**config.mk**
```make
export PLATFORM = sky130hd
export DESIGN_NAME = hazard_detection
export DESIGN_NICKNAME = d
export VERILOG_FILES = /design/src/rtl/hazard_detection_pkg.sv /design/src/rtl/hz_sat_counter.sv /design/src/rtl/hazard_detection.sv
export VERILOG_INCLUDE_DIRS = /design/src /design/src/rtl
export SDC_FILE = /design/constraint.sdc
export NUM_CORES = 1
export LEC_CHECK = 0
export CORE_MARGIN = 2
export CORE_UTILIZATION = 48
export CTS_CLUSTER_SIZE = 24
export DETAILED_ROUTE_END_ITERATION = 10
export GPL_TIMING_DRIVEN = 0
export PLACE_DENSITY = 0.8
export SLEW_MARGIN = 20
export SYNTH_ARGS = -nofsm -noshare
export SYNTH_HDL_FRONTEND = slang
export SYNTH_HIERARCHICAL = 1
export SYNTH_SLANG_ARGS = --single-unit
export TNS_END_PERCENT = 5
```
**constraint.sdc**
```tcl
create_clock -name i_clk -period 2.83 [get_ports i_clk]
set_clock_uncertainty 0.2 [all_clocks]
set_input_delay 0.849 -clock i_clk [delete_from_list [all_inputs] [get_ports i_clk]]
set_output_delay 0.849 -clock i_clk [all_outputs]
set_load 0.02 [all_outputs]
```
**src/rtl/header.vh**
```
`ifndef HEADER_VH
`define HEADER_VH

`define AWIDTH     5
`define HZ_CWIDTH  16
`define HZ_RUN     2'd0
`define HZ_LSTALL  2'd1
`define HZ_MWAIT   2'd2

`endif

```
**src/rtl/hazard_detection_pkg.sv**
```systemverilog
// Shared widths, FSM encoding and the load-use compare for the hazard unit.
`include "header.vh"

package hazard_detection_pkg;

    localparam int AW = `AWIDTH;
    localparam int CW = `HZ_CWIDTH;

    typedef enum logic [1:0] {
        ST_RUN    = `HZ_RUN,
        ST_LSTALL = `HZ_LSTALL,
        ST_MWAIT  = `HZ_MWAIT
    } hz_state_t;

    // x0 is hardwired zero, so a load targeting it never creates a dependency
    function automatic logic load_use_hit(
        input logic          memread,
        input logic [AW-1:0] rd,
        input logic          use_rs1,
        input logic [AW-1:0] rs1,
        input logic          use_rs2,
        input logic [AW-1:0] rs2
    );
        return memread && (rd != '0) &&
               ((use_rs1 && (rs1 == rd)) || (use_rs2 && (rs2 == rd)));
    endfunction

endpackage

```
**src/rtl/hz_sat_counter.sv**
```systemverilog
// Saturating event counter: sticks at all-ones, clear and reset take precedence.
// Latency: count visible the cycle after inc. No backpressure.
// Sync active-high reset.
module hz_sat_counter #(
    parameter int W = 16
) (
    input  logic         clk,
    input  logic         rst,
    input  logic         clr,
    input  logic         inc,
    output logic [W-1:0] cnt
);

    always_ff @(posedge clk) begin
        if (rst || clr) begin
            cnt <= '0;
        end else if (inc && (cnt != '1)) begin
            cnt <= cnt + 1'b1;
        end
    end

endmodule

```
**src/rtl/hazard_detection.sv**
```systemverilog
// Pipeline hazard unit: load-use stall, branch flush, memory-wait freeze, stat counters.
// Latency: control outputs are combinational from state and inputs; counters update next edge.
// Backpressure: mem_busy freezes the whole pipeline and outranks every other event.
module hazard_detection
    import hazard_detection_pkg::*;
(
    input  logic          i_clk,
    input  logic          i_rst,
    input  logic [AW-1:0] fs_ds_i_addr_rs1,
    input  logic [AW-1:0] fs_ds_i_addr_rs2,
    input  logic          ds_i_use_rs1,
    input  logic          ds_i_use_rs2,
    input  logic          ds_es_i_memread,
    input  logic [AW-1:0] ds_es_i_addr_rd,
    input  logic          es_i_branch_taken,
    input  logic          ms_i_mem_busy,
    input  logic          hz_i_cnt_clr,
    output logic          hz_o_pc_we,
    output logic          hz_o_fs_ds_we,
    output logic          hz_o_ds_es_bubble,
    output logic          hz_o_fs_ds_flush,
    output logic          hz_o_ds_es_flush,
    output logic          hz_o_freeze,
    output logic [1:0]    hz_o_state,
    output logic [CW-1:0] hz_o_cnt_load,
    output logic [CW-1:0] hz_o_cnt_flush,
    output logic [CW-1:0] hz_o_cnt_wait
);

    hz_state_t state_q, state_d;
    logic      lu_hit;
    logic      lu_en;

    assign lu_hit = load_use_hit(ds_es_i_memread, ds_es_i_addr_rd,
                                 ds_i_use_rs1, fs_ds_i_addr_rs1,
                                 ds_i_use_rs2, fs_ds_i_addr_rs2);

    // LSTALL has already inserted its bubble; MWAIT resumes as if in RUN
    assign lu_en = (state_q == ST_RUN) || (state_q == ST_MWAIT);

    always_ff @(posedge i_clk) begin
        if (i_rst) begin
            state_q <= ST_RUN;
        end else begin
            state_q <= state_d;
        end
    end

    always_comb begin
        hz_o_pc_we        = 1'b1;
        hz_o_fs_ds_we     = 1'b1;
        hz_o_ds_es_bubble = 1'b0;
        hz_o_fs_ds_flush  = 1'b0;
        hz_o_ds_es_flush  = 1'b0;
        hz_o_freeze       = 1'b0;
        state_d           = ST_RUN;

        if (i_rst) begin
            hz_o_pc_we    = 1'b0;
            hz_o_fs_ds_we = 1'b0;
        end else if (ms_i_mem_busy) begin
            hz_o_pc_we    = 1'b0;
            hz_o_fs_ds_we = 1'b0;
            hz_o_freeze   = 1'b1;
            state_d       = ST_MWAIT;
        end else if (es_i_branch_taken) begin
            hz_o_fs_ds_flush = 1'b1;
            hz_o_ds_es_flush = 1'b1;
        end else if (lu_en && lu_hit) begin
            hz_o_pc_we        = 1'b0;
            hz_o_fs_ds_we     = 1'b0;
            hz_o_ds_es_bubble = 1'b1;
            state_d           = ST_LSTALL;
        end

        if (!(state_q inside {ST_RUN, ST_LSTALL, ST_MWAIT})) begin
            state_d = ST_RUN;
        end
    end

    assign hz_o_state = state_q;

    hz_sat_counter #(.W(CW)) u_cnt_load (
        .clk (i_clk),
        .rst (i_rst),
        .clr (hz_i_cnt_clr),
        .inc (hz_o_ds_es_bubble),
        .cnt (hz_o_cnt_load)
    );

    hz_sat_counter #(.W(CW)) u_cnt_flush (
        .clk (i_clk),
        .rst (i_rst),
        .clr (hz_i_cnt_clr),
        .inc (hz_o_fs_ds_flush),
        .cnt (hz_o_cnt_flush)
    );

    hz_sat_counter #(.W(CW)) u_cnt_wait (
        .clk (i_clk),
        .rst (i_rst),
        .clr (hz_i_cnt_clr),
        .inc (hz_o_freeze),
        .cnt (hz_o_cnt_wait)
    );

endmodule

```
==> results_dict.tcl <==
set metrics [dict create \
    tightest_slew_ps 654 \
    ir_drop_mv 0.256 \
    cts_max_level 2 \
    path_clk_slew_ps 90 \
    worst_skew_pair.late_latency_ps 300 \
    io_pins 79 \
    avgSynthCellArea_um2 8.85 \
    die_w_um 80.1 \
    cp_top_family "simple AND/OR/NAND/NOR gates" \
    dieArea_um2 6420 \
    grt_max_degree 15 \
    max_clock_freq_mhz 324 \
    powerDensity_nw_per_um2 345 \
    place_congestion 0.855 \
    r2r_slack_ps 530 \
    synth_fp_nets 340 \
    dieHeight_um 80.1 \
    hold_depth 1 \
    place_hpwl_mm 5.28 \
    arrival_ps 2040 \
    hold_end "hz_o_state[1]" \
    area_delta_synth_final_pct 39.1 \
    yosys-top-cells-count "50 x dfxtp_1, 27 x a21oi_1, 23 x nor2_1, 20 x nand2_1, 17 x nand4_1" \
    clock_path_buffers 2 \
    synth_area_leaders "dfxtp_1 36%, a21oi_1 4.9%, a41o_1 4.3%, xnor2_1 4.1%, nand4_1 3.8%" \
    cts_sinks 50 \
    via_per_inst 6.01 \
    gr-total-overflow 0 \
    hold_class "reg2reg" \
    cts_buffers 5 \
    num_rows 27 \
    maxSlewViolCount 0 \
    multi_input_area_um2 1790 \
    r2r_start "hz_o_state[0]" \
    ys.flop_type "dfxtp_1" \
    seqCellArea_um2 1000 \
    final_hold_viol_count 0 \
    cp.buffers_inverters 3 \
    period_needed_ps 3090 \
    yosys.area.top_type "dfxtp_1" \
    dr.pass1.iters 4 \
    reg2reg_depth 7 \
    cpPeakStageDelay_ps 530 \
    route.detailed.drc 0 \
    start_util_pct 50.2 \
    critical_path_peak_fanout 3 \
    antenna_found_initial 0 \
    slew_headroom_pct 56.1 \
    rsz0062_at_grt "yes" \
    postSynthCellCount 314 \
    yosys.area.top_type_share_pct 36.0 \
    placed_cell_area_um2 3650 \
    tritoncts "yes" \
    min_from "hz_o_state[1]" \
    ys_seq_area_share_pct 36.0 \
    yosys_warnings 6 \
    crit_type "in2out" \
    cp_slowest_cell "or4_4" \
    worst_ep_required_time_ps 1780 \
    p_leak_uw 0.00142 \
    synth_edf_count 0 \
    power.total_uw 1330 \
    grt_use_total_pct 22.0 \
    wl_per_cell_um 15.0 \
    synth_cell_types 37 \
    crit_path_end_kind "output pin" \
    worst_slack_ps -261 \
    nets 430 \
    synth.most_common_cell "dfxtp_1" \
    wl_mm 7.16 \
    setup_viol 7 \
    synth-async-reset-ratio_pct 0 \
    drive_gt1_share_pct 14.9 \
    syn-cell-area_um2 2780 \
    core_um2 5540 \
    fin_area_um2 3870 \
    drv_cap 0 \
    vias 2859 \
    fillers 451 \
    period_share_pct 109 \
    startpoint_type "primary input" \
    status "complete, but fails checks" \
    ys_ff_latch 50 \
    crit_chain "buf_8, or4_4, nor2_4, nor4b_4, a21boi_2, buf_4, buf_6" \
    drtIter0Drc 142 \
    grt_pass1_vias 2504 \
    diodes 0 \
    ant_nets 0 \
    cts-root-buf "clkbuf_8" \
    grt_pass1_wl_mm 11.6 \
    r2r-end "u_cnt_load/cnt[6]" \
    port_buffers 78 \
    violations "setup timing" \
]
## layer usage
layer | track usage (%) | part of all wire (%)
met1 | 27.6 | 45
met2 | 38.1 | 50
met3 | 5.06 | 4.7
met4 | 5.59 | 0.92
met5 | 0 | 0
## cells by family (layout without fill, tap and decap cells)
kind of cell / after synthesis / after routing / share of synthesized area [%]
and+or+nand+nor: 144 / 144 / 33.6
AOI/OAI and AO/OA: 84 / 84 / 20.7
DFF: 50 / 50 / 36.0
xor gates and xnor gates: 19 / 19 / 5.99
buffers and inverters: 14 / 104 / 2.29
adders and majority gates: 3 / 3 / 1.35
## final cells by class
| cell class | instances | share of cell area [%] |
|---|---|---|
| Multi-Input combinational cell | 250 | 46.3 |
| Inverter | 3 | 0.291 |
| Tap cell | 72 | 2.33 |
| Timing Repair Buffer | 83 | 20.9 |
| Sequential cell | 50 | 25.9 |
| Clock inverter | 1 | 0.776 |
| Clock buffer | 6 | 2.14 |
| Buffer | 11 | 1.36 |
## how the worst max path moves through the flow
stage                   endpoint                start  cells past startpoint  slack [ps]
2_1_floorplan         hz_o_pc_we   ds_es_i_addr_rd[1]                      5        -240
3_3_place_gp   hz_o_ds_es_bubble   ds_es_i_addr_rd[2]                      6       -1180
3_5_place_dp   hz_o_ds_es_bubble   ds_es_i_addr_rd[2]                      6       -1190
4_1_cts               hz_o_pc_we   ds_es_i_addr_rd[4]                      7        -290
5_1_grt               hz_o_pc_we  fs_ds_i_addr_rs1[2]                      7        -340
6_report              hz_o_pc_we   ds_es_i_addr_rd[2]                      7        -260
## metrics by stage
stage | instances | TNS (ps) | utilization (%) | hold slack, ps | worst slack [ps]
after floorplan | 314 | -625 | - | 354 | -236
after global placement | 464 | -19610 | 66.0 | 228 | -1180
after detailed placement | 464 | -20660 | 66.0 | 235 | -1190
after CTS | 473 | -1460 | 68.5 | 256 | -291
after global routing | 476 | -2240 | 69.8 | 295 | -342
final | 476 | -1100 | 69.8 | 260 | -261
## worst reg2reg max path, stage by stage (launching register included)
cell	delay, ps
dfxtp_1	350
nor4b_4	350
and3_4	250
buf_4	150
nand4_1	130
a41o_1	290
or3_1	370
a21oi_1	150
## power by group
group | leakage, µW | internal, µW | switching (µW) | total [µW]
logic | 0.000956 | 55.9 | 55.6 | 112
clock network | 0.0000573 | 283 | 231 | 515
registers | 0.000403 | 705 | 1.87 | 707
total | 0.00142 | 1040 | 289 | 1330
## cell usage in the layout (no fill, tap or decap), drive strengths merged
cell and n:
clkdlybuf4s50 54, nand3 15, ha 3, buf 15, a21oi 27, nor4b 1, xnor2 13, xor2 6
inv 3, nand4 23, nor4 3, nor3 3, clkdlybuf4s15 2, o41ai 3, nand2 20, or4 13
a31oi 9, dlygate4sd2 12, dfxtp 50, and2 7, o21ai 15, dlymetal6s2s 2, o22ai 1, or3 15
and4 12, nor2 23, a211oi 3, bufinv 1, o211a 3, o31ai 9, or2 3, and3 5
a21boi 2, clkbuf 15, nor2b 1, a41o 12
## flip-flops by register name, indices dropped and copies added (netlist names)
register,count
hz_o_state,2
u_cnt_load/cnt,16
u_cnt_wait/cnt,16
u_cnt_flush/cnt,16
## timing repair
item / in CTS / in global routing
setup endpoints to repair: 28 / 16
gates resized for setup: 70 / 11
buffers inserted: 2 / 3
pin swaps: 18 / 9
hold buffers: 0 / 0
(Power assumes the default switching activity.)
